### config.mk
export PLATFORM = sky130hd
export DESIGN_NAME = demux
export DESIGN_NICKNAME = d
export VERILOG_FILES = /design/src/rtl/demux.sv
export SDC_FILE = /design/constraint.sdc
export NUM_CORES = 1
export LEC_CHECK = 0
export CORE_MARGIN = 10
export CORE_UTILIZATION = 50
export DETAILED_ROUTE_END_ITERATION = 10
export PLACE_DENSITY = 0.85
export SLEW_MARGIN = 20
export SYNTH_ARGS = -nofsm -noshare
export SYNTH_HDL_FRONTEND = slang
export SYNTH_SLANG_ARGS = --single-unit
### constraint.sdc
create_clock -name clk -period 3.6 [get_ports clk]
set_input_delay 0.72 -clock clk [delete_from_list [all_inputs] [get_ports clk]]
set_output_delay 0.72 -clock clk [all_outputs]
set_load 0.02 [all_outputs]
### src/rtl/demux.sv
// Two-way demultiplexer: routes each word by bit 7 through a 2-entry
// in-order FIFO with head-of-line blocking and registered outputs.
module demux (
    input  logic       clk,
    input  logic       reset,
    input  logic [7:0] data_in_c,
    input  logic       valid_in_c,
    input  logic       pause_0_c,
    input  logic       pause_1_c,
    output logic [7:0] data_out_0_c,
    output logic       valid_out_0_c,
    output logic [7:0] data_out_1_c,
    output logic       valid_out_1_c,
    output logic       pause_out_c,
    output logic       overflow_c
);

    typedef enum logic [1:0] {
        EMPTY = 2'd0,
        ONE   = 2'd1,
        FULL  = 2'd2
    } state_t;

    state_t     state_q;
    logic [7:0] buf0_q;
    logic [7:0] buf1_q;
    logic [7:0] d0_q;
    logic [7:0] d1_q;
    logic       v0_q;
    logic       v1_q;
    logic       pause_q;
    logic       ovf_q;

    logic       push;
    logic       have_head;
    logic [7:0] head;
    logic       head_paused;
    logic       pop;

    // An empty FIFO lets the incoming word act as the head (bypass).
    always_comb begin
        push        = valid_in_c & ~reset;
        have_head   = (state_q != EMPTY) | push;
        head        = (state_q == EMPTY) ? data_in_c : buf0_q;
        head_paused = head[7] ? pause_1_c : pause_0_c;
        pop         = have_head & ~head_paused;
    end

    always_ff @(posedge clk) begin
        if (reset) begin
            state_q <= EMPTY;
            buf0_q  <= 8'h00;
            buf1_q  <= 8'h00;
            d0_q    <= 8'h00;
            d1_q    <= 8'h00;
            v0_q    <= 1'b0;
            v1_q    <= 1'b0;
            pause_q <= 1'b0;
            ovf_q   <= 1'b0;
        end else begin
            d0_q <= (pop & ~head[7]) ? head : 8'h00;
            v0_q <= pop & ~head[7];
            d1_q <= (pop & head[7]) ? head : 8'h00;
            v1_q <= pop & head[7];
            unique case (state_q)
                EMPTY: begin
                    if (push & ~pop) begin
                        buf0_q  <= data_in_c;
                        state_q <= ONE;
                        pause_q <= 1'b1;
                    end else begin
                        pause_q <= 1'b0;
                    end
                end
                ONE: begin
                    pause_q <= 1'b1;
                    if (push & ~pop) begin
                        buf1_q  <= data_in_c;
                        state_q <= FULL;
                    end else if (~push & pop) begin
                        state_q <= EMPTY;
                        pause_q <= 1'b0;
                    end else if (push & pop) begin
                        buf0_q <= data_in_c;
                    end
                end
                FULL: begin
                    pause_q <= 1'b1;
                    if (pop) begin
                        buf0_q <= buf1_q;
                        if (push) begin
                            buf1_q <= data_in_c;
                        end else begin
                            state_q <= ONE;
                        end
                    end else if (push) begin
                        ovf_q <= 1'b1;
                    end
                end
                default: begin
                    state_q <= EMPTY;
                    pause_q <= 1'b0;
                end
            endcase
        end
    end

    assign data_out_0_c  = d0_q;
    assign valid_out_0_c = v0_q;
    assign data_out_1_c  = d1_q;
    assign valid_out_1_c = v1_q;
    assign pause_out_c   = pause_q;
    assign overflow_c    = ovf_q;

endmodule

==> impl.org, run 1 <==
** Final layout
- Fraction of layout cells with a size suffix above 1 :: 0.131
- Final nets :: 223
- Measured on the finished design, the core utilization comes to 0.682.
- Final cell count without fillers :: 250
- Antenna cells :: 0
- Compared with the post-synthesis result, the final layout area differs by 29.1%.
- Commonest cells after routing, fill and taps aside :: sky130_fd_sc_hd__dfxtp_1, sky130_fd_sc_hd__clkdlybuf4s50_1, sky130_fd_sc_hd__nand2_1
- Counting the fill cells in the layout gives 254.
- Commonest non-fill, non-tap cell in the layout :: sky130_fd_sc_hd__dfxtp_1

** Placed design
- Detailed placement finished with a half-perimeter wire length of 2.94 mm.
- The congestion estimate from routability-driven global placement came to 0.910.
- Dpl ws :: -0.0191 ns
- Port Buf Inserts :: 32
- In this run, placement finished with an instance count of 242.

** Drt
- The pre-antenna-repair detailed-routing pass consisted of 4 iterations.
- In this run the remaining antenna-violating nets after routing total 0.
- After detailed routing, the average wire length per cell comes to 15.7 um.
- The first routing iteration left 104 violations.
- Residual DRC count :: 0
- Via count :: 1360
- The routed design has 3.92 mm of wire.
- In the routed layout, each cell is associated on average with a via count of around 5.4.

** Timing
- At the pin with the least slew margin, the transition time is 0.755 ns.
- Number of hold violations in the final report :: 0
- In the finished design, the share of the clock period the worst path needs comes to 0.910.
- Clock Skews :: 0.00680 ns
- The clock period could shrink to 3.28 ns.
- After layout, the worst setup slack is 0.324 ns.
- Across all hold checks on the routed design, the worst slack comes to 0.466 ns.
- Setup Viol. Count Final :: 0
- Max-slew violation count :: 0
- Tightest slew margin relative to the limit :: 0.496
- RSZ-0062 raised after global routing :: no
- Derived from the worst setup path, the maximum achievable clock frequency is 305 MHz.

** Setup path
- Critical Path Slowest Stage Cell :: sky130_fd_sc_hd__or3b_2
- The signal on the critical path passes through clkdlybuf4s50_1 -> or3b_2 -> a21bo_2 -> and3_1 -> ha_1 -> or4b_4 -> a221o_1 -> a221oi_1.
- Data on the critical path is required at its endpoint by 3.85 ns.
- Kind of critical path :: primary input to flop
- The worst setup path is launched from a primary input.
- Maximum single-stage delay on the critical path :: 0.49 ns
- At the worst endpoint, the arrival time is 3.53 ns.
- Crit path capture type :: flop
- Peak fanout along the critical path :: 8

** Synth
- Proportion of synthesized flip-flops having asynchronous set or reset :: 0
- Warnings from Yosys :: 0
- The cell area that synthesis handed to floorplanning was approximately 1600 um^2.
- In this run, distinct cell masters in the synthesized netlist total 33.
- The synthesized design contains 38 register bits.
- Synthesis produced around 170 cells.
- Synth Area per Inst :: 9.51 um^2
- The most used flip-flop cell after synthesis is sky130_fd_sc_hd__dfxtp_1.
- Count of flip-flops with a built-in enable after synthesis :: 0
- Proportion of synthesized chip area in sequential cells :: 0.468
- Syn Nets :: between 150 and 200

** Floorplanning
- Total Die Area :: 5930 um^2
- The initialized floorplan defines 20 standard-cell rows.
- Die Span Y :: 77.0 um
- Measured along the x axis, the die boundary spans approximately 77 um.
- Core box area :: 3080 um^2
- 33 I/O pins were placed.
- For this configuration, the core starts out at a cell density of 0.528.

** Clock tree
- Number of clock sinks :: 38
- Clock buffer count from CTS :: 5
- Post-CTS repair changed the size of 0 cells.
- Clock Tree Buf Depth :: 2
- Once the clock tree was built, the setup fixing pass inserted 0 buffers.
- Clock-pin slew was measured on the worst setup and hold paths at between 0.1 and 0.15 ns.
- Deepest level of the CTS H-tree :: 2
- Clock latency at the later pin of the worst-skew pair :: 0.35 ns
- TritonCTS built the clock tree.
- The number of hold buffers added after CTS was 0.
- Root buffer cell :: sky130_fd_sc_hd__clkbuf_4

** Pwr
- Total power for the finished layout comes to 0.955 mW.
- For this design the static power due to leakage is 0.900 nW.
- Across the VDD grid, the largest voltage drop is 0.228 mV.
- Cell area power density :: 455 nW/um^2

** Global routing
- The initial antenna violation count was 0.
- Via count of the first global-routing pass :: 1327
- Summed over all layers, the global routing overflow is 0.
- In the global route stage, overall resource usage came out at 0.133.
- Wire length of the first global-routing pass :: 6.51 mm
- Entering global routing, the biggest net connects 18 pins.

** Flow run
- # Max-Cap Violations :: 0

** Outcome
- Run status :: completed

** Worst hold path
- The min-delay analysis places its worst path in the category flop to flop.
[final timing paths]
kind,startpoint,end,slack [ns],depth (start not counted)
max,data_in_c[7],buf0_q[3],0.32,8
min,buf1_q[7],buf1_q[7],0.47,2
max reg2reg,state_q[1],buf0_q[3],0.64,8
min reg2reg,buf1_q[7],buf1_q[7],0.47,2
[kinds of logic after synthesis]
kind of cell	count (synthesis)	synth area share
flops	38	0.468
buf+inv	23	0.0608
fa+ha+maj	5	0.0385
compound gates	28	0.128
mux	17	0.105
other cells	1	0.00231
simple gates	59	0.197
[flip-flops by register name, summed over array words and instances, names as in the netlist]
| register | flops |
|---|---|
| buf0_q | 8 |
| buf1_q | 8 |
| data_out_0_c | 8 |
| data_out_1_c | 8 |
| state_q | 2 |
| overflow_c | 1 |
| pause_out_c | 1 |
| valid_out_0_c | 1 |
| valid_out_1_c | 1 |
[power by group]
part	switching (mW)	leakage [nW]	internal [mW]
registers	0.0109	0.309	0.441
clock network	0.146	0.0554	0.217
logic	0.0751	0.535	0.0649
[worst max-delay path: cells and delay by family]
kind	cells	cell delay, ns
buffers and inverters	1	0.47
AOI/OAI and AO/OA	3	0.98
and+or+nand+nor	3	1.17
adders and majority gates	1	0.19
[synthesized netlist by cell type (2+ instances only)]
master / instances / share of area
sky130_fd_sc_hd__o21ai_0: 2 / 0.0062
sky130_fd_sc_hd__o22ai_1: 8 / 0.031
sky130_fd_sc_hd__nor2b_1: 2 / 0.0077
sky130_fd_sc_hd__mux2i_1: 16 / 0.098
sky130_fd_sc_hd__inv_1: 11 / 0.025
sky130_fd_sc_hd__nor2_1: 10 / 0.023
sky130_fd_sc_hd__or3b_2: 9 / 0.048
sky130_fd_sc_hd__dfxtp_1: 38 / 0.47
sky130_fd_sc_hd__clkbuf_1: 3 / 0.0069
sky130_fd_sc_hd__a221oi_1: 8 / 0.043
sky130_fd_sc_hd__buf_2: 7 / 0.022
sky130_fd_sc_hd__nand2_1: 17 / 0.039
sky130_fd_sc_hd__ha_1: 5 / 0.038
sky130_fd_sc_hd__nand3_1: 2 / 0.0062
sky130_fd_sc_hd__nor3_1: 9 / 0.028
sky130_fd_sc_hd__a21oi_1: 4 / 0.012
sky130_fd_sc_hd__nand3b_1: 2 / 0.0092
sky130_fd_sc_hd__nand2b_1: 3 / 0.012
[layer usage]
layer  vias up  track usage  part of all wire  wire, um
met4         0       0.0456             0.019        76
met2        61        0.219              0.48      1880
met5         -            0                 0         0
li1        670            -                 -         -
met3        11       0.0478             0.084       331
met1       618        0.156              0.42      1630
[through the flow]
step	TNS (ns)	area, um^2
2_1_floorplan	0	1630
3_3_place_gp	0	1990
3_5_place_dp	-0.0493	1990
4_1_cts	0	2100
5_1_grt	0	2100
6_report	0	2100
[area by class of cell]
| cell class | count | area, um^2 | share of cell area |
|---|---|---|---|
| clock buffer | 5 | 37.5 | 0.0179 |
| clock inverter | 3 | 68.8 | 0.0328 |
| multi-input combinational | 110 | 767 | 0.365 |
| sequential | 38 | 761 | 0.362 |
| tap | 44 | 55.1 | 0.0262 |
| timing repair buffer | 38 | 365 | 0.174 |
| inverter | 12 | 45.0 | 0.0215 |
(Power assumes the default switching activity.)
==> inputs of run 2 (changes only) <==
- CORE_MARGIN: 10 -> 3
- MAX_ROUTING_LAYER: unset -> met4
- PLACE_DENSITY: 0.85 -> 0.78
==> impl.org, run 2 (synthesis results as in run 1) <==
** Setup path
- The worst endpoint data arrival time came to 3.54 ns (about the same).
- The critical path goes through clkdlybuf4s50_1 -> or3b_2 -> a21bo_2 -> and3_1 -> ha_1 -> or4b_4 -> a221o_1 -> a221oi_1.
- The critical path starts at data_in_c[7].
- Start of the worst register-to-register path :: state_q[1]
- Critical path data required time :: 3.85 ns (about the same)
- Crit path capture type :: flop
- Peak fanout along the critical path :: 8 (unchanged)
- The slowest stage of the critical path is the sky130_fd_sc_hd__or3b_2 cell.
- The worst setup path is launched from a primary input.
- Among cell families on the critical path, the largest total delay comes from simple AND/OR/NAND/NOR gates.
- The worst setup path is of the primary input to flop kind.
- The count of buffer and inverter cells on the critical path came to 1 (unchanged).
- Maximum single-stage delay on the critical path :: 0.49 ns (about the same)

** Drt
- Aggregate routed wire length :: 3.41 mm (-13%)
- Per-cell routed wire length :: 13.6 um (-13%)
- The residual DRC count came to 0 (unchanged).
- Detailed-route vias per instance :: 5.29 (-2.7%)
- Initial drt markers :: 24 (-77%)
- Remaining number of nets flagged by the antenna check after routing :: 0 (unchanged)
- Pre-antenna DRT Iters :: 4 (unchanged)
- Via count :: 1328 (-2.4%)

** Floorplanning
- The site row count was 20 (unchanged).
- Core box area :: 3080 um^2 (unchanged)
- The die outline area was 3970 um^2 (-33%).
- Horizontal extent of the die :: 63.0 um (-18%)
- The vertical extent of the die was 63.0 um (-18%).
- The starting density of the core came to 0.528 (unchanged).
- The I/O pin count came to 33 (unchanged).

** Placed design
- The half-perimeter wire length after placement came to 2.56 mm (-13%).
- The last weighted congestion value of the routability-driven placer was 0.835 (-8.2%).
- The count of buffers from port buffering came to 32 (unchanged).

** Global routing
- The remaining global-route overflow came to 0 (unchanged).
- The number of global-route vias before repair came to 1277 (-3.8%).
- Antenna violations before repair :: 0 (unchanged)
- Largest net degree at the start of global routing :: 18 (unchanged)
- The all-layer global routing usage came to 0.187 (+0.0537).
- The wire length of the first global-routing pass was 5.71 mm (-12%).

** Timing
- Final worst-path cycle share :: 0.913 (+0.00278)
- Shortest period the worst path allows :: 3.29 ns (+0.0100 ns)
- The number of max-slew violations in the final report was 0 (unchanged).
- Number of hold violations in the final report :: 0 (unchanged)
- Highest Clock Rate :: 304 MHz (-0.30%)
- RSZ-0062 raised after global routing :: no
- Tightest slew margin relative to the limit :: 0.474 (-0.0213)
- Setup Viol. Count Final :: 0 (unchanged)
- The pin slew with the least headroom to its limit came to 0.787 ns (+0.0319 ns).
- The final worst clock skew is 0.00973 ns (+0.00293 ns).

** Final layout
- The number of antenna cells inserted is 0 (unchanged).
- Commonest non-fill, non-tap cell in the layout :: sky130_fd_sc_hd__dfxtp_1
- Filler cell count in the final layout :: 264 (+3.9%)
- The final net count was 224 (+0.45%).
- In the layout the commonest cells are sky130_fd_sc_hd__dfxtp_1, sky130_fd_sc_hd__clkdlybuf4s50_1, sky130_fd_sc_hd__nand2_1.
- Fraction of layout cells with a size suffix above 1 :: 0.135 (+0.00420)
- The fraction of the core area covered by cells at the end of the flow came to 0.671 (-0.0114).
- Relative to the synthesized area, the layout overhead comes to 26.9%.

** Pwr
- The total power density per cell area is 399 nW/um^2 (-12%).
- The cell leakage power came to 0.883 nW (-1.9%).
- The total power of the final layout was 0.824 mW (-14%).
- The largest voltage drop on the vdd net is 0.194 mV (-15%).

** Flow run
- # Max-Cap Violations :: 0 (unchanged)

** Clock tree
- TritonCTS clock tree :: done
- The count of buffers added by post-CTS timing repair for setup was 0 (unchanged).
- The total clock buffers created by CTS is 5 (unchanged).
- Root buffer cell :: sky130_fd_sc_hd__clkbuf_4
- The quantity of gates resized following cts came to 0 (unchanged).
- The deepest clock path buffer count is 2 (unchanged).
- Hold_buf cts :: 0 (unchanged)
- Clock latency at the later pin of the worst-skew pair :: 0.34 ns (about the same)
- The H-tree level count is 2 (unchanged).
- Number of clock sinks :: 38 (unchanged)
- The clock-pin transition on the worst setup and hold timing paths was 0.12 ns (about the same).

** Outcome
- Run status :: completed

** Worst hold path
- Worst min path class :: flop to flop
- Hold path start :: buf1_q[3]
[run 2: power breakdown]
| part | switching [mW] | internal, mW |
|---|---|---|
| Clock | 0.139 | 0.0939 |
| Sequential | 0.00945 | 0.441 |
| Combinational | 0.0742 | 0.0660 |
[run 2: worst register-to-register path, cell delays in order, from the launching register on]
cell                       delay [ns]
sky130_fd_sc_hd__dfxtp_1         0.37
sky130_fd_sc_hd__or3b_2          0.53
sky130_fd_sc_hd__a21bo_2         0.22
sky130_fd_sc_hd__and3_1          0.20
sky130_fd_sc_hd__ha_1            0.19
sky130_fd_sc_hd__or4b_4          0.48
sky130_fd_sc_hd__a221o_1         0.42
sky130_fd_sc_hd__a221oi_1        0.34
[run 2: through the flow]
stage / TNS [ns] / cells / setup WS, ns / hold WS (ns) / instance area, um^2
6_report: 0 / 251 / 0.314 / 0.465 / 2060
5_1_grt: 0 / 251 / 0.224 / 0.495 / 2060
4_1_cts: 0 / 251 / 0.326 / 0.470 / 2060
3_5_place_dp: -0.0565 / 243 / -0.0412 / 0.453 / 2000
3_3_place_gp: 0 / 243 / 0.0530 / 0.443 / 2000
2_1_floorplan: 0 / 171 / 0.619 / 0.433 / 1630
[run 2: worst paths after layout]
| path | cells after the start | slack (ns) | end |
|---|---|---|---|
| worst min-delay path | 2 | 0.47 | buf1_q[3] |
| worst max-delay path | 8 | 0.31 | buf0_q[2] |
| worst min register to register | 2 | 0.47 | buf1_q[3] |
| worst max register to register | 7 | 0.77 | buf0_q[2] |
[run 2: layer usage]
layer  up-vias  wire length [um]  track usage
li1        667                 -            -
met1       614              1580        0.219
met2        40              1590        0.306
met3         7               165       0.0414
met4         0                73       0.0826
met5         -                 0            -
[run 2: final cells by class]
class                      count  area, um^2  area share
timing repair buffer          39         373       0.181
inverter                      12        45.0      0.0218
sequential                    38         761       0.368
clock buffer                   6        51.3      0.0248
clock inverter                 2        12.5     0.00606
multi-input combinational    110         767       0.372
tap                           44        55.1      0.0267
